--- src/rtl/sim_stop_pkg.sv ---
// Shared types and helpers for the end-of-simulation sequencer and its UART monitor.
package sim_stop_pkg;

  localparam int SEQ_STATE_W = 3;

  typedef enum logic [SEQ_STATE_W-1:0] {
    IDLE     = 3'd0,
    ARMED    = 3'd1,
    DRAIN    = 3'd2,
    WAIT_REC = 3'd3,
    GUARD    = 3'd4,
    STOP     = 3'd5
  } seq_state_e;

  // Width needed for a saturating counter that must be able to hold max_val.
  function automatic int cnt_width(input int max_val);
    return (max_val < 1) ? 1 : $clog2(max_val + 1);
  endfunction

  function automatic logic [15:0] lowest_one(input logic [15:0] v);
    return v & (~v + 16'd1);
  endfunction

endpackage

--- src/rtl/sim_stop_sequencer_if.sv ---
// Signal bundle between the simulation manager and the stop sequencer.
// RVX_SIM_STOP_WATCHDOG_EN adds the watchdog_fired indication.
interface sim_stop_sequencer_if
  import sim_stop_pkg::*;
#(
  parameter int NUM_SRC = 4
);
  logic [NUM_SRC-1:0]     stop_req;
  logic                   uart_tx;
  logic                   record_enable;
  logic                   sim_stop;
  logic [NUM_SRC-1:0]     stop_cause;
  logic                   drain_timeout;
  logic [SEQ_STATE_W-1:0] seq_state;
`ifdef RVX_SIM_STOP_WATCHDOG_EN
  logic                   watchdog_fired;

  modport master (
    output stop_req, uart_tx, record_enable,
    input  sim_stop, stop_cause, drain_timeout, seq_state, watchdog_fired
  );
  modport slave (
    input  stop_req, uart_tx, record_enable,
    output sim_stop, stop_cause, drain_timeout, seq_state, watchdog_fired
  );
`else
  modport master (
    output stop_req, uart_tx, record_enable,
    input  sim_stop, stop_cause, drain_timeout, seq_state
  );
  modport slave (
    input  stop_req, uart_tx, record_enable,
    output sim_stop, stop_cause, drain_timeout, seq_state
  );
`endif
endinterface

--- src/rtl/uart_idle_detector.sv ---
// Counts consecutive high samples of a UART line; done when THRESHOLD is reached this cycle.
module uart_idle_detector
  import sim_stop_pkg::*;
#(
  parameter int THRESHOLD = 320
) (
  input  logic clk,
  input  logic rst,
  input  logic clear,
  input  logic enable,
  input  logic line,
  output logic done
);
  localparam int              CNT_W = cnt_width(THRESHOLD);
  localparam logic [CNT_W-1:0] THR  = CNT_W'(THRESHOLD);

  logic [CNT_W-1:0] cnt_q;
  logic [CNT_W-1:0] cnt_nxt;

  // A low sample restarts the count even on the cycle it would have completed.
  always_comb begin
    cnt_nxt = cnt_q;
    if (!line)
      cnt_nxt = '0;
    else if (cnt_q != THR)
      cnt_nxt = cnt_q + 1'b1;
  end

  assign done = enable && line && (cnt_nxt == THR);

  always_ff @(posedge clk) begin
    if (rst || clear)
      cnt_q <= '0;
    else if (enable)
      cnt_q <= cnt_nxt;
  end

endmodule

--- src/rtl/sim_stop_sequencer.sv ---
// End-of-simulation controller: arbitrates stop requests, waits out min run time,
// UART drain and recording close. RVX_SIM_STOP_WATCHDOG_EN adds a global watchdog.
//
// state    | meaning
// IDLE     | no request latched yet
// ARMED    | cause latched, waiting for minimum run time
// DRAIN    | waiting for the UART line to stay idle (or timeout)
// WAIT_REC | waiting for waveform recording to close
// GUARD    | one settling cycle
// STOP     | sim_stop asserted, terminal until reset
module sim_stop_sequencer
  import sim_stop_pkg::*;
#(
  parameter int NUM_SRC         = 4,
  parameter int MIN_RUN_CYCLES  = 1000,
  parameter int BIT_CYCLES      = 16,
  parameter int DRAIN_BITS      = 20,
  parameter int DRAIN_TIMEOUT   = 100000
`ifdef RVX_SIM_STOP_WATCHDOG_EN
  ,
  parameter int WATCHDOG_CYCLES = 10000000
`endif
) (
  input logic                  clk,
  input logic                  rst,
  sim_stop_sequencer_if.slave  bus
);
  localparam int               RUN_W    = cnt_width(MIN_RUN_CYCLES);
  localparam logic [RUN_W-1:0] RUN_MAX  = RUN_W'(MIN_RUN_CYCLES);
  localparam int               TO_W     = cnt_width(DRAIN_TIMEOUT);
  localparam logic [TO_W-1:0]  TO_MAX   = TO_W'(DRAIN_TIMEOUT);
  localparam logic [TO_W-1:0]  TO_LAST  = TO_W'(DRAIN_TIMEOUT - 1);

  seq_state_e         state_q, state_nxt;
  logic [NUM_SRC-1:0] pending_q;
  logic [NUM_SRC-1:0] cause_q, cause_nxt;
  logic               dto_q, dto_nxt;
  logic [RUN_W-1:0]   run_cnt_q;
  logic [TO_W-1:0]    to_cnt_q;
  logic               run_ok;
  logic               timeout_hit;
  logic               idle_done;
  logic [15:0]        req_ext;
  logic [15:0]        req_sel;

  assign run_ok      = (run_cnt_q == RUN_MAX);
  assign timeout_hit = (state_q == DRAIN) && (to_cnt_q == TO_LAST);

  uart_idle_detector #(
    .THRESHOLD (DRAIN_BITS * BIT_CYCLES)
  ) u_idle (
    .clk    (clk),
    .rst    (rst),
    .clear  (state_q != DRAIN),
    .enable (state_q == DRAIN),
    .line   (bus.uart_tx),
    .done   (idle_done)
  );

`ifdef RVX_SIM_STOP_WATCHDOG_EN
  localparam int              WD_W   = cnt_width(WATCHDOG_CYCLES);
  localparam logic [WD_W-1:0] WD_MAX = WD_W'(WATCHDOG_CYCLES);

  logic [WD_W-1:0] wd_cnt_q;
  logic            wd_fired_q, wd_fired_nxt;
  logic            wd_hit;

  assign wd_hit = (wd_cnt_q == WD_MAX);

  always_ff @(posedge clk) begin
    if (rst) begin
      wd_cnt_q   <= '0;
      wd_fired_q <= 1'b0;
    end else begin
      if (!wd_hit)
        wd_cnt_q <= wd_cnt_q + 1'b1;
      wd_fired_q <= wd_fired_nxt;
    end
  end

  assign bus.watchdog_fired = wd_fired_q;
`endif

  always_ff @(posedge clk) begin
    if (rst)
      state_q <= IDLE;
    else
      state_q <= state_nxt;
  end

  always_comb begin
    state_nxt = state_q;
    cause_nxt = cause_q;
    dto_nxt   = dto_q;
    req_ext   = '0;
    req_ext[NUM_SRC-1:0] = pending_q | bus.stop_req;
    req_sel   = lowest_one(req_ext);
`ifdef RVX_SIM_STOP_WATCHDOG_EN
    wd_fired_nxt = wd_fired_q;
`endif
    case (state_q)
      IDLE: begin
        if (pending_q != '0) begin
          cause_nxt = req_sel[NUM_SRC-1:0];
          state_nxt = ARMED;
        end
      end
      ARMED:    if (run_ok) state_nxt = DRAIN;
      DRAIN: begin
        // Timeout wins when both complete together so the flag is never lost.
        if (timeout_hit) begin
          dto_nxt   = 1'b1;
          state_nxt = WAIT_REC;
        end else if (idle_done) begin
          state_nxt = WAIT_REC;
        end
      end
      WAIT_REC: if (!bus.record_enable) state_nxt = GUARD;
      GUARD:    state_nxt = STOP;
      STOP:     state_nxt = STOP;
      default:  state_nxt = IDLE;
    endcase
`ifdef RVX_SIM_STOP_WATCHDOG_EN
    if (wd_hit && (state_q != STOP)) begin
      state_nxt    = STOP;
      cause_nxt    = '0;
      wd_fired_nxt = 1'b1;
    end
`endif
  end

  always_ff @(posedge clk) begin
    if (rst) begin
      pending_q <= '0;
      cause_q   <= '0;
      dto_q     <= 1'b0;
      run_cnt_q <= '0;
      to_cnt_q  <= '0;
    end else begin
      pending_q <= pending_q | bus.stop_req;
      cause_q   <= cause_nxt;
      dto_q     <= dto_nxt;
      if (!run_ok)
        run_cnt_q <= run_cnt_q + 1'b1;
      if (state_q != DRAIN)
        to_cnt_q <= '0;
      else if (to_cnt_q != TO_MAX)
        to_cnt_q <= to_cnt_q + 1'b1;
    end
  end

  assign bus.sim_stop      = (state_q == STOP);
  assign bus.stop_cause    = cause_q;
  assign bus.drain_timeout = dto_q;
  assign bus.seq_state     = state_q;

endmodule

--- src/flat_wrapper.sv ---
// flat-port wrapper written by rule: the top's interface ports become plain ports
module sim_stop_sequencer_flat import sim_stop_pkg::*;
#(
  parameter int NUM_SRC         = 4,
  parameter int MIN_RUN_CYCLES  = 1000,
  parameter int BIT_CYCLES      = 16,
  parameter int DRAIN_BITS      = 20,
  parameter int DRAIN_TIMEOUT   = 100000

)
  (clk, rst, bus_stop_req, bus_uart_tx, bus_record_enable, bus_sim_stop, bus_stop_cause, bus_drain_timeout, bus_seq_state);
  sim_stop_sequencer_if #(.NUM_SRC(NUM_SRC)) bus_i ();
  input logic clk;
  input logic rst;
  input wire logic [$bits(bus_i.stop_req)-1:0] bus_stop_req;
  input wire logic [$bits(bus_i.uart_tx)-1:0] bus_uart_tx;
  input wire logic [$bits(bus_i.record_enable)-1:0] bus_record_enable;
  output wire logic [$bits(bus_i.sim_stop)-1:0] bus_sim_stop;
  output wire logic [$bits(bus_i.stop_cause)-1:0] bus_stop_cause;
  output wire logic [$bits(bus_i.drain_timeout)-1:0] bus_drain_timeout;
  output wire logic [$bits(bus_i.seq_state)-1:0] bus_seq_state;
  assign bus_i.stop_req = bus_stop_req;
  assign bus_i.uart_tx = bus_uart_tx;
  assign bus_i.record_enable = bus_record_enable;
  assign bus_sim_stop = bus_i.sim_stop;
  assign bus_stop_cause = bus_i.stop_cause;
  assign bus_drain_timeout = bus_i.drain_timeout;
  assign bus_seq_state = bus_i.seq_state;
  sim_stop_sequencer #(.NUM_SRC(NUM_SRC), .MIN_RUN_CYCLES(MIN_RUN_CYCLES), .BIT_CYCLES(BIT_CYCLES), .DRAIN_BITS(DRAIN_BITS), .DRAIN_TIMEOUT(DRAIN_TIMEOUT)) u_core (.clk(clk), .rst(rst), .bus(bus_i));
endmodule
--- config.mk ---
export PLATFORM = sky130hd
export DESIGN_NAME = sim_stop_sequencer_flat
export DESIGN_NICKNAME = d
export VERILOG_FILES = /design/src/rtl/sim_stop_pkg.sv /design/src/rtl/sim_stop_sequencer_if.sv /design/src/rtl/uart_idle_detector.sv /design/src/rtl/sim_stop_sequencer.sv /design/src/flat_wrapper.sv
export SDC_FILE = /design/constraint.sdc
export NUM_CORES = 1
export LEC_CHECK = 0
export ABC_AREA = 1
export BUFFER_PORTS_ARGS = -buffer_cell sky130_fd_sc_hd__buf_2
export CAP_MARGIN = 10
export CORE_MARGIN = 4
export CORE_UTILIZATION = 33
export CTS_BUF_LIST = sky130_fd_sc_hd__clkbuf_8
export DETAILED_ROUTE_END_ITERATION = 10
export GPL_ROUTABILITY_DRIVEN = 0
export PLACE_DENSITY = 0.53
export SLEW_MARGIN = 20
export SYNTH_ARGS = -nofsm -noshare
export SYNTH_HDL_FRONTEND = slang
export SYNTH_SLANG_ARGS = --single-unit
--- constraint.sdc ---
create_clock -name clk -period 1.7 [get_ports clk]
set_input_delay 0.17 -clock clk [delete_from_list [all_inputs] [get_ports clk]]
set_output_delay 0.17 -clock clk [all_outputs]
set_load 0.01 [all_outputs]
[Word level (Yosys, flattened, before mapping)]
Cells that the tools add are included.
Word-level totals
  logic and storage cells: 48
  bits in registers: 48
  output and inout port bits: 9
  input bits: 8
Cells by class
  reduce and logical (&&, ||, !) cells: 11
  equal/unequal tests: 15
  muxes and demuxes: 8
  bitwise gates (word level): 3
  $add $sub $neg: 4
Operators by type and width (number)
  $mux 9: 2
  $add 17x1->17 const B: 1
  $eq 17x17->1 const B: 1
  $ne 17x17->1 const B: 1
  $mux 3: 5
  $pmux 3 s5: 1
  $add 10x1->10 const B: 1
  $eq 10x10->1 const B: 1
  $add 9x1->9 const B: 1
  $eq 9x9->1 const B: 1
  $ne 9x9->1 const B: 1
  $eq 3x2->1 const B: 2
  $eq 3x3->1 const B: 2
  $add 4x1->4 const B: 1
  $and 4x4->4: 1
  $ne 2x1->1 const B: 2
  $not 4->4: 1
  $or 4x4->4: 1
  $reduce_and 2->1: 2
  $reduce_and 4->1: 1
  $reduce_bool 4->1: 1
  $reduce_or 2->1: 2
  $eq 3x1->1 const B: 1
  $logic_and 1x1->1: 3
  other kinds (5): 5

[Longest topological paths before layout]
Gate-level depths: netlist of the first run.
  word-level depth: 8
  gate-level depth with buffers: 14
  gate-level depth less buffers: 14

[Cells and area by module]
Synthesis of the first run repeated with hierarchy kept, for this count alone.
Second synthesis, totals
  cells, all modules: 364
  area total of the unflattened synthesis: 2531.2 um2
By module, submodules not included
  sim_stop_sequencer: area an instance 1925.6 um2, seq. area each 780.7 um2, cells each 269, instances 1
  uart_idle_detector: area an instance 605.6 um2, seq. area each 180.2 um2, cells each 95, instances 1

[Worst setup path after synthesis of the first run]
Ideal clock, no wire load.
  path kind: reg-to-reg
  from: register u_core.u_idle.cnt_q[0]
  to: register u_core.state_q[0], in the netlist u_core.bus.seq_state[0]
  library setup time: 0.113 ns
  slack: 0.159 ns
  data required time: 1.587 ns
  cell stages (with the launch flop): 14
  period minus slack after synthesis: 1.541 ns
  buffers on the path: 0
  arrival time: 1.428 ns
  path through: dfxtp_1 inv_1 ha_1 nand2_1 nor2_2 nand2_2 nand3_1 nand2_2 nor2_2 nand3_2 nand2_2 nand3_1 nand2_1 nor2_1
Between the ends
  longest elaborated chain between the ends: 7
  elaborated cells between the ends (all ways): 8
  those cells by class: 1 x add/sub; 3 x eq/ne; 2 x mux; 2 x reduce/logical
Ends and longest elaborated chain
  start: declaration: line uart_idle_detector.sv:17  | logic [CNT_W-1:0] cnt_q;
  start signal: assignment: line uart_idle_detector.sv:35  | cnt_q <= cnt_nxt;
  $add 9x1->9 or $ne 9x9->1 (tied branches): line uart_idle_detector.sv:26, uart_idle_detector.sv:25
  $mux 9 (*): line uart_idle_detector.sv:25  | else if (cnt_q != THR)
  $mux 9 (*): line uart_idle_detector.sv:23  | if (!line)
  $eq 9x9->1 (*): line uart_idle_detector.sv:29  | assign done = enable && line && (cnt_nxt == THR);
  $logic_and 1x1->1 (*): line uart_idle_detector.sv:29
  $ne 3x1->1 (no line) (*)
  $reduce_and 4->1 (no line) (*)
  end signal: assignment: line sim_stop_sequencer.sv:88  | state_q <= state_nxt;
  end: declaration: line sim_stop_sequencer.sv:34  | seq_state_e state_q, state_nxt;
Every way passes the cells marked *; elsewhere a longest branch is shown, timed or not.
A chain may end at the register's enable or synchronous reset.

[Final worst setup path of the first run]
  from: register u_core.to_cnt_q[0]
  to: register u_core.to_cnt_q[14]
Between the ends
  longest elaborated chain between the ends: 1
  elaborated cells between the ends (all ways): 2
  those cells by class: 1 x add/sub; 1 x eq/ne
Ends and longest elaborated chain
  start: declaration: line sim_stop_sequencer.sv:39  | logic [TO_W-1:0] to_cnt_q;
  start signal: assignment: line sim_stop_sequencer.sv:148  | to_cnt_q <= to_cnt_q + 1'b1;
  $add 17x1->17 or $ne 17x17->1 (tied branches): line sim_stop_sequencer.sv:148, sim_stop_sequencer.sv:147
Parallel ways exist; a longest one is shown, timed or not.

==> flow_metrics.py, run 1 <==
metrics = {
    "run_status": {
        "outcome": "complete, no violations",
    },
    "cells_and_area": {
        "antenna_cells": 0,
        "nFillCells": 795,
        "stdcell_area_sq_mm": 0.00289,
        "area_growth_pct": 15.6,
        "drive_above_1_share_pct": 24.1,
        "stdcell_count": 481,
        "nNetsFinal": 395,
    },
    "synth": {
        "yosysMostFrequentCell": "nand2_1",
        "synth_async_sr_flop_share_pct": 0,
        "ys_types": 33,
        "synth_area_sq_mm": 0.00250,
        "synth_commonest_cells": "nand2_1, inv_1, dfxtp_1, nor2_1, a21oi_1",
        "synth_mux_area_share_pct": 0,
        "yosysTopAreaCell": "dfxtp_1",
        "syn_area_per_cell_sq_um": 7.09,
        "synth_fp_nets": 367,
        "synthFlopType": "dfxtp_1",
        "yosysTopAreaCellShare_pct": 38.4,
        "synth_fa_ha_area_share_pct": 3.00,
        "synth_top_family_by_area": "simple AND/OR/NAND/NOR gates",
        "synth_seq_cells": 48,
        "synth_top_cells_by_area": "dfxtp_1, nand2_1, inv_1",
        "seq_area_frac_synth_pct": 38.4,
        "synth_edf_count": 0,
        "synthXorXnorAreaFrac_pct": 0.700,
        "synth_simple_gate_area_share_pct": 36.8,
        "synth_compound_area_share_pct": 11.1,
        "synth_warnings": 0,
        "synthCells": 353,
    },
    "floorplanning": {
        "fp.dieArea_sq_mm": 0.00904,
        "rows": 31,
        "die_w_um": 95.1,
        "die_y_um": 95.1,
        "start_util_pct": 34.3,
        "io_pins": 17,
        "core_sq_mm": 0.00729,
    },
    "worst_setup_path": {
        "critical_path.max_fanout": 7,
        "reg2reg_to": "u_core.to_cnt_q[14]",
        "start_kind": "register",
        "rr_worst_depth": 8,
        "critPathRequiredTime_ns": 1.90,
        "r2r-start": "u_core.to_cnt_q[0]",
        "worst_ep_arrival_time_ns": 1.77,
        "rrSetupSlack_ns": 0.13,
        "crit_type": "reg -> reg",
        "cp-end-kind": "register",
    },
    "min_path": {
        "whs_endpoint": "u_core.pending_q[3]",
        "hold_start": "bus_stop_req[3]",
        "hold_depth": 3,
        "hold_path.class": "in -> reg",
    },
    "clocking": {
        "cts_buffers": 5,
        "clock_latency_ns": 0.30,
        "cts_htree_levels": 2,
        "cts-root-buf": "clkbuf_8",
        "cts.clk_slew.worst_paths_ns": 0.10,
        "postCtsHoldBufs": 0,
        "cts_tree": "built",
        "clockBufferDepth": 2,
        "cts_sinks": 48,
    },
    "sta": {
        "fin_setup_tns_ns": 0,
        "drv_slew": 0,
        "post-route-min-period_ns": 1.57,
        "hold_violations": 0,
        "finClkSkew_ns": 0.0159,
        "max_freq_mhz": 636,
        "finalSetupViolations": 0,
        "worst_pin_slew_ns": 0.406,
        "relSlewSlack_pct": 72.7,
        "finalCritPeriodShare_pct": 92.5,
    },
    "drt": {
        "drc": 0,
        "ant_nets": 0,
        "num_vias": 2175,
        "drt-wirelength-per-cell_um": 10.2,
        "first_pass_iters": 4,
        "wirelength_um": 4920,
        "drt_iter0_drc": 85,
        "viasPerCell": 4.52,
    },
    "run": {
        "maxCapViolCount": 0,
    },
    "power_and_ir_drop": {
        "p_leak_nw": 1.06,
        "pwr_density_cell_mw_per_mm2": 942,
        "peakVddDrop_v": 0.000431,
    },
    "place": {
        "dp_cells": 471,
        "portBuffers": 16,
        "post_dp_cell_area_sq_mm": 0.00273,
        "hpwl_um": 3810,
    },
    "grt": {
        "grt_usage_pct": 11.7,
        "grt_pass1_wl_um": 8510,
        "grt_overflow": 0,
        "grt_pass1_vias": 1988,
        "grt_max_degree": 18,
        "grt_antenna_before_repair": 0,
    },
}
==> stage by stage <==
stage / hold WS [ns] / utilization [%] / setup slack (ns) / power [mW]
after floorplan: 0.253 / - / 0.159 / 1.75
after global placement: 0.399 / 37.4 / 0.107 / 1.91
after detailed placement: 0.403 / 37.4 / 0.0977 / 1.90
after CTS: 0.0828 / 38.9 / 0.0875 / 2.73
after global routing: 0.102 / 39.7 / -0.0202 / 2.91
final: 0.0854 / 39.7 / 0.127 / 2.72
==> power breakdown <==
| part | switching, mW | internal, mW |
|---|---|---|
| logic | 0.402 | 0.238 |
| registers | 0.0634 | 1.20 |
| clock network | 0.388 | 0.436 |
| total | 0.854 | 1.87 |
==> worst max-delay path by stage <==
stage	start	endpoint	slack, ns	cells past startpoint
2_1_floorplan	u_core.u_idle.cnt_q[0]	u_core.bus.seq_state[0]	0.16	13
3_3_place_gp	u_core.u_idle.cnt_q[1]	u_core.bus.seq_state[1]	0.11	13
5_1_grt	u_core.u_idle.cnt_q[1]	u_core.bus.seq_state[1]	-0.02	13
3_5_place_dp	u_core.u_idle.cnt_q[1]	u_core.bus.seq_state[0]	0.1	13
6_report	u_core.to_cnt_q[0]	u_core.to_cnt_q[14]	0.13	8
4_1_cts	u_core.u_idle.cnt_q[1]	u_core.bus.seq_state[0]	0.09	13
==> kinds of logic (layout without fill, tap and decap cells) <==
family                   Yosys count  in the layout
AND/OR/NAND/NOR                  182            182
buffers and inverters             64             93
AO/OA/AOI/OAI                     51             51
flip-flops                        48             48
adder cells (fa/ha/maj)            6              6
XOR/XNOR                           2              2
==> cell type report <==
class | instances | area (sq um) | share of cell area (%)
tap | 99 | 124 | 4.28
clock buffer | 5 | 68.8 | 2.38
inverter | 61 | 229 | 7.92
clock inverter | 3 | 42.5 | 1.47
sequential | 48 | 963 | 33.3
multi-input combinational | 241 | 1320 | 45.8
timing repair buffer | 24 | 140 | 4.85
==> flip-flops by register name, indices dropped and copies added, names as in the netlist <==
register and flops:
u_core.to_cnt_q 17, u_core.run_cnt_q 10, u_core.u_idle.cnt_q 9, u_core.bus.stop_cause 4, u_core.pending_q 4, u_core.bus.seq_state 3
u_core.bus.drain_timeout 1
==> routing by layer <==
metal  wire (um)  GRT usage (%)
met5           0              0
met4          82           3.85
met3          94           2.37
met2        2310           19.0
met1        2430           15.4
==> cells in the final DEF, fill, tap and decap left out, types with 4 or more instances in the layout <==
master,instances
nand2_1,60
inv_1,47
dfxtp_1,46
nor2_1,45
a21oi_1,27
o21ai_0,16
buf_2,16
nand3_1,14
inv_2,12
nand3_2,11
nand2_2,10
nor2_2,9
buf_4,8
nor3_1,6
nand4_1,6
ha_1,6
clkbuf_8,5
nor2_4,4
nor3_2,4
nor4_1,4
==> repair_timing <==
action / in CTS / in global routing
setup endpoints to repair: 0 / 4
resized for setup: 0 / 13
buffers inserted: 0 / 2
==> critical path, stage by stage (launching register included) <==
cell	delay, ns
dfxtp_1	0.38
ha_1	0.18
nand2_1	0.10
nor2_4	0.10
inv_2	0.08
nor3_1	0.29
inv_1	0.09
o21ai_1	0.17
a21oi_1	0.09
Power figures use the tool's default switching activity.
==> inputs of run 2 (changes only) <==
- RECOVER_POWER: not set -> 100
==> run 2 against run 1 <==
  * Worst hold slack improved by 0.0012 ns
  * Fmax grew 1.7%
  * Worst setup slack better by 0.027 ns
  * Sequential share of layout area grew 0.31 points
  * Sequential power barely moved
  * First-iteration DRC count increased by 1.2%
  * Power is 0.62% lower
  * Register-to-register slack better by 0.03 ns
  * Final cell count unchanged
  * Sequential cell count unchanged
  * Largest cell class unchanged
  * Largest power group unchanged
==> flow_metrics.py, run 2 (same netlist as run 1, synthesis figures left out) <==
metrics = {
    "floorplanning": {
        "die_w_um": 95.1,
        "rows": 31,
        "die_y_um": 95.1,
        "io_pins": 17,
        "start_util_pct": 34.3,
        "core_sq_mm": 0.00729,
        "fp.dieArea_sq_mm": 0.00904,
    },
    "cells_and_area": {
        "final_cell_mix": "nand2_1, inv_1, nor2_1, dfxtp_1, a21oi_1",
        "area_growth_pct": 14.6,
        "antenna_cells": 0,
        "drive_above_1_share_pct": 20.4,
        "fin_util_pct": 39.3,
        "largest_register_ffs": 17,
        "nNetsFinal": 395,
        "largest_register": "u_core.to_cnt_q",
        "final_common_cell": "nand2_1",
        "reg_top3": "u_core.to_cnt_q x17, u_core.run_cnt_q x10, u_core.u_idle.cnt_q x9",
    },
    "power_and_ir_drop": {
        "p_int_mw": 1.85,
        "pwr_density_cell_mw_per_mm2": 945,
        "p_leak_nw": 1.02,
        "clkPwrFrac_pct": 30.4,
        "pwr-share-seq_pct": 46.6,
        "finalPower_mw": 2.71,
        "switching_share_pct": 31.5,
        "peakVddDrop_v": 0.000429,
        "combinationalPowerShare_pct": 23.0,
        "power.switching_uw": 853,
    },
    "sta": {
        "finalSetupViolations": 0,
        "drv_slew": 0,
        "hold_violations": 0,
        "hold_ws_ns": 0.0866,
        "fin_setup_tns_ns": 0,
        "finalCritPeriodShare_pct": 91.0,
        "post-route-min-period_ns": 1.55,
        "worst_pin_slew_ns": 0.411,
        "finClkSkew_ns": 0.0172,
        "relSlewSlack_pct": 72.3,
        "max_freq_mhz": 647,
    },
    "grt": {
        "grt_overflow": 0,
        "grt_max_degree": 18,
        "grt_antenna_before_repair": 0,
        "grt_usage_pct": 11.7,
        "grt_pass1_wl_um": 8510,
        "grt_pass1_vias": 1988,
    },
    "clocking": {
        "postCtsHoldBufs": 0,
        "cts_sinks": 48,
        "cts-root-buf": "clkbuf_8",
        "clockBufferDepth": 2,
        "cts_htree_levels": 2,
        "cts_buffers": 5,
        "clock_latency_ns": 0.30,
        "cts_tree": "built",
        "cts.clk_slew.worst_paths_ns": 0.09,
    },
    "min_path": {
        "hold_path.class": "in -> reg",
        "hold_depth": 3,
    },
    "drt": {
        "top_layer_used": "met4",
        "viasPerCell": 4.52,
        "drc": 0,
        "wirelength_um": 4940,
        "ant_nets": 0,
        "wl_met3_um": 93,
        "wl_met2_um": 2330,
        "num_vias": 2176,
        "drt_iter0_drc": 86,
        "wl_met1_um": 2440,
        "drt-wirelength-per-cell_um": 10.3,
        "first_pass_iters": 4,
    },
    "worst_setup_path": {
        "slowest_stage": "dfxtp_2",
        "critPathRequiredTime_ns": 1.90,
        "start_kind": "register",
        "cp.depth": 13,
        "critical_path.max_fanout": 4,
        "critical-path-top-delay-family": "simple AND/OR/NAND/NOR gates",
        "rr_worst_depth": 13,
        "worst-path-buf-inv": 2,
        "worst_ep_arrival_time_ns": 1.74,
        "critPathMaxStageDelay_ns": 0.33,
        "worstPathCellList": "inv_1 > ha_1 > nand2_1 > nor2_2 > nand3_1 > nand3_2 > nand2_2 > nor2_2 > nand3_2 > nand2_2 > nand3b_1 > nand2_1 > inv_1",
        "crit_type": "reg -> reg",
        "cp-end-kind": "register",
    },
    "place": {
        "portBuffers": 16,
        "hpwl_um": 3810,
    },
    "run": {
        "maxCapViolCount": 0,
    },
    "run_status": {
        "outcome": "complete, no violations",
    },
}
[run 2: power by group through the flow]
stage	clock network [mW]	registers [mW]	logic [mW]
finish	0.822	1.26	0.624
global route	0.901	1.28	0.716
CTS	0.853	1.26	0.619
detailed placement	0	1.28	0.619
global placement	0	1.29	0.621
floorplan	0	1.30	0.449
[run 2: final cells by class]
| type | count | area [sq um] |
|---|---|---|
| Sequential cell | 48 | 963 |
| Tap cell | 99 | 124 |
| Clock buffer | 5 | 68.8 |
| Multi-Input combinational cell | 241 | 1310 |
| Clock inverter | 3 | 42.5 |
| Fill cell | 801 | 4430 |
| Inverter | 61 | 229 |
| Timing Repair Buffer | 24 | 125 |
[run 2: final timing paths]
path,from,endpoint,slack [ns]
max reg2reg,u_core.u_idle.cnt_q[1],u_core.bus.seq_state[1],0.15
max,u_core.u_idle.cnt_q[1],u_core.bus.seq_state[1],0.15
min reg2reg,u_core.bus.stop_cause[3],u_core.bus.stop_cause[3],0.47
min,bus_stop_req[3],u_core.pending_q[3],0.09
[run 2: routing by layer]
layer | GRT usage (%) | up-vias
li1 | - | 1184
met1 | 15.4 | 973
met2 | 19.0 | 12
met3 | 2.37 | 7
met4 | 3.85 | 0
met5 | 0 | -
[run 2: what timing repair did]
item                       in CTS  in global routing
gates resized for setup         0                 13
setup endpoints to repair       0                  4
setup buffers                   0                  2
[run 2: metrics by stage]
| stage | setup slack (ns) | instances | cell area (sq um) |
|---|---|---|---|
| 2_1_floorplan | 0.159 | 353 | 2500 |
| 3_3_place_gp | 0.107 | 471 | 2730 |
| 3_5_place_dp | 0.0977 | 471 | 2730 |
| 4_1_cts | 0.0875 | 479 | 2840 |
| 5_1_grt | -0.0202 | 481 | 2870 |
| 6_report | 0.154 | 481 | 2870 |
[run 2: worst register-to-register path: stages, from the launching register on]
cell and delay (ns):
dfxtp_2 0.33, inv_1 0.07, ha_1 0.14, nand2_1 0.06, nor2_2 0.14, nand3_1 0.12
nand3_2 0.09, nand2_2 0.06, nor2_2 0.10, nand3_2 0.07, nand2_2 0.10, nand3b_1 0.09
nand2_1 0.06, inv_1 0.03
==> inputs of run 3 (changes only) <==
- BUFFER_PORTS_ARGS: -buffer_cell sky130_fd_sc_hd__buf_2 -> not set
- CTS_CLUSTER_DIAMETER: not set -> 150
- DONT_BUFFER_PORTS: not set -> 1
- PLACE_DENSITY: 0.53 -> 0.51
- SYNTH_HIERARCHICAL: not set -> 1
==> run 3 against run 2 <==
  * Synthesized cell count rose by 3.1%
  * Critical path type unchanged
  * The run now ends with negative hold slack, negative setup slack left
  * Highest routed layer unchanged
  * Wire length rose by 13%
  * Largest cell class unchanged
  * Final cell count rose by 2.9%
  * Clock-buffer cell count did not move
  * Critical endpoint is now u_core/bus.seq_state[0]
==> flow_metrics.py, run 3 <==
metrics = {
    "sta": {
        "rsz0062_at_grt": "yes",
        "finalSetupViolations": 3,
        "drv_slew": 0,
        "worst_pin_slew_ns": 0.473,
        "finalCritPeriodShare_pct": 102,
        "hold_violations": 7,
        "hold_ws_ns": -0.0797,
        "relSlewSlack_pct": 68.4,
        "finClkSkew_ns": 0.0138,
        "max_freq_mhz": 576,
        "setup_ws_ns": -0.0354,
        "post-route-min-period_ns": 1.74,
    },
    "drt": {
        "viasPerCell": 4.63,
        "drc": 0,
        "ant_nets": 0,
        "num_vias": 2290,
        "first_pass_iters": 4,
        "drt-wirelength-per-cell_um": 11.2,
        "wirelength_um": 5560,
        "drt_iter0_drc": 88,
    },
    "cells_and_area": {
        "reg_top3": "u_core/to_cnt_q x17, u_core/run_cnt_q x10, u_core/u_idle/cnt_q x9",
        "nNetsFinal": 409,
        "antenna_cells": 0,
        "drive_above_1_share_pct": 17.9,
        "largest_register": "u_core/to_cnt_q",
        "final_cell_mix": "nand2_1, inv_1, dfxtp_1, nor2_1, a21oi_1",
        "area_growth_pct": 18.5,
        "stdcell_area_sq_mm": 0.00300,
        "largest_register_ffs": 17,
        "final_common_cell": "nand2_1",
    },
    "synth": {
        "ys_types": 36,
        "synth_fp_nets": 378,
        "synth_commonest_cells": "nand2_1, inv_1, dfxtp_1, nor2_1, a21oi_1",
        "yosysMostFrequentCell": "nand2_1",
        "synth_area_sq_mm": 0.00253,
        "syn_area_per_cell_sq_um": 6.95,
        "synth_top_cells_by_area": "dfxtp_1, nand2_1, a21oi_1",
        "seq_area_frac_synth_pct": 38.0,
        "synth_edf_count": 0,
        "yosysTopAreaCellShare_pct": 38.0,
        "synth_seq_cells": 48,
        "yosysTopAreaCell": "dfxtp_1",
        "synthCells": 364,
        "synthFlopType": "dfxtp_1",
        "synth_async_sr_flop_share_pct": 0,
        "synth_warnings": 6,
    },
    "worst_setup_path": {
        "critical-path-top-delay-family": "simple AND/OR/NAND/NOR gates",
        "worst_ep_arrival_time_ns": 1.94,
        "slowest_stage": "dfxtp_1",
        "critPathRequiredTime_ns": 1.91,
        "crit_type": "reg -> reg",
        "worstPathCellList": "inv_2 > nand2_1 > nor2_4 > nand2_2 > nand2_1 > nand3_2 > nand2_1 > nor2_1 > nand3_1 > nor2_1 > nor2_1 > nand2_2 > nand2_2 > nor2_2 > nor2_1",
        "critical_path.max_fanout": 4,
        "critPathMaxStageDelay_ns": 0.44,
        "cpMostUsedCell": "nor2_1",
        "worst-path-buf-inv": 1,
        "cp-end-kind": "register",
        "start_kind": "register",
        "rrSetupSlack_ns": -0.04,
    },
    "power_and_ir_drop": {
        "peakVddDrop_v": 0.000476,
        "finalPower_mw": 2.63,
        "p_leak_nw": 1.20,
        "pwr_density_cell_mw_per_mm2": 878,
    },
    "grt": {
        "grt_pass1_wl_um": 9940,
        "grt_max_degree": 17,
        "grt_usage_pct": 13.6,
        "grt_antenna_before_repair": 0,
        "grt_pass1_vias": 2216,
        "grt_overflow": 0,
    },
    "clocking": {
        "cts.clk_slew.worst_paths_ns": 0.09,
        "postCtsHoldBufs": 5,
        "cts_sinks": 48,
        "cts-root-buf": "clkbuf_8",
        "clockBufferDepth": 2,
        "cts_htree_levels": 2,
        "cts_buffers": 5,
        "cts_tree": "built",
        "clock_latency_ns": 0.30,
    },
    "floorplanning": {
        "fp.dieArea_sq_mm": 0.00914,
        "rows": 31,
        "die_y_um": 95.6,
        "start_util_pct": 34.3,
        "io_pins": 17,
        "die_w_um": 95.6,
        "core_sq_mm": 0.00737,
    },
    "min_path": {
        "hold_path.class": "in -> reg",
    },
    "run": {
        "maxCapViolCount": 0,
    },
    "place": {
        "hpwl_um": 4050,
        "post_dp_cell_area_sq_mm": 0.00280,
        "portBuffers": 0,
        "preCtsSetupSlack_ns": -0.128,
    },
    "run_status": {
        "violations": "negative hold slack, negative setup slack",
        "outcome": "complete, but fails checks",
    },
}
run 3: cell count changes after synthesis, sizes merged, moves of 2 or more:
cell and delta:
o21ai +8, inv -2, nor2 -6, or2 +2, a21oi +10, nor3 -4
clkinv -2, nand3 +6, nand2 +5, nor4 -6
run 3: area by class of cell:
type,instances,area [sq um]
clock buffer,5,68.8
sequential,48,968
fill,784,4370
multi-input combinational,255,1370
timing repair buffer,28,213
tap,99,124
clock inverter,3,38.8
inverter,57,216
run 3: stage by stage:
step	instances	TNS, ns	util [%]
floorplan	364	0	-
detailed placement	481	-0.320	37.9
global route	495	-0.665	40.7
finish	495	-0.101	40.7
CTS	495	-0.0241	41.2
global placement	481	-0.417	37.9
run 3: path summary, 6_finish.rpt:
check                         start  cells after the start                  endpoint
min                             rst                      1  u_core/bus.drain_timeout
max          u_core/u_idle/cnt_q[5]                     15   u_core/bus.seq_state[0]
max reg2reg  u_core/u_idle/cnt_q[5]                     15   u_core/bus.seq_state[0]
min reg2reg      u_core/to_cnt_q[9]                      2        u_core/to_cnt_q[9]
run 3: cells by family after synthesis:
group	count (synthesis)	synth area share, %
XOR/XNOR	2	0.692
flip-flops	48	38.0
AND/OR/NAND/NOR	178	34.7
AO/OA/AOI/OAI	69	14.3
buffers and inverters	61	9.39
adder cells (fa/ha/maj)	6	2.97
run 3: per-layer routing:
metal  part of all wire, %  global-route usage, %
met1                    51                   18.0
met2                    45                   21.4
met3                   3.2                   3.39
met4                  0.97                   4.86
met5                     0                      0
run 3: power by group:
group | switching [mW] | leakage, nW | internal (mW)
sequential | 0.0558 | 0.391 | 1.18
combinational | 0.366 | 0.754 | 0.205
clock | 0.394 | 0.0593 | 0.431
run 3: repair_timing:
item | in CTS | in global routing
hold endpoints to repair | 12 | 7
pin swaps | 15 | 10
setup buffers | 1 | 0
resized for setup | 21 | 5
gates cloned | 0 | 0
endpoints found under the setup margin | 3 | 3
run 3: worst reg2reg max path, stage by stage, from the launching register on:
cell,delay [ns]
dfxtp_1,0.44
inv_2,0.08
nand2_1,0.12
nor2_4,0.06
nand2_2,0.08
nand2_1,0.06
nand3_2,0.07
nand2_1,0.06
nor2_1,0.14
nand3_1,0.09
nor2_1,0.09
nor2_1,0.05
nand2_2,0.11
nand2_2,0.08
nor2_2,0.07
nor2_1,0.04
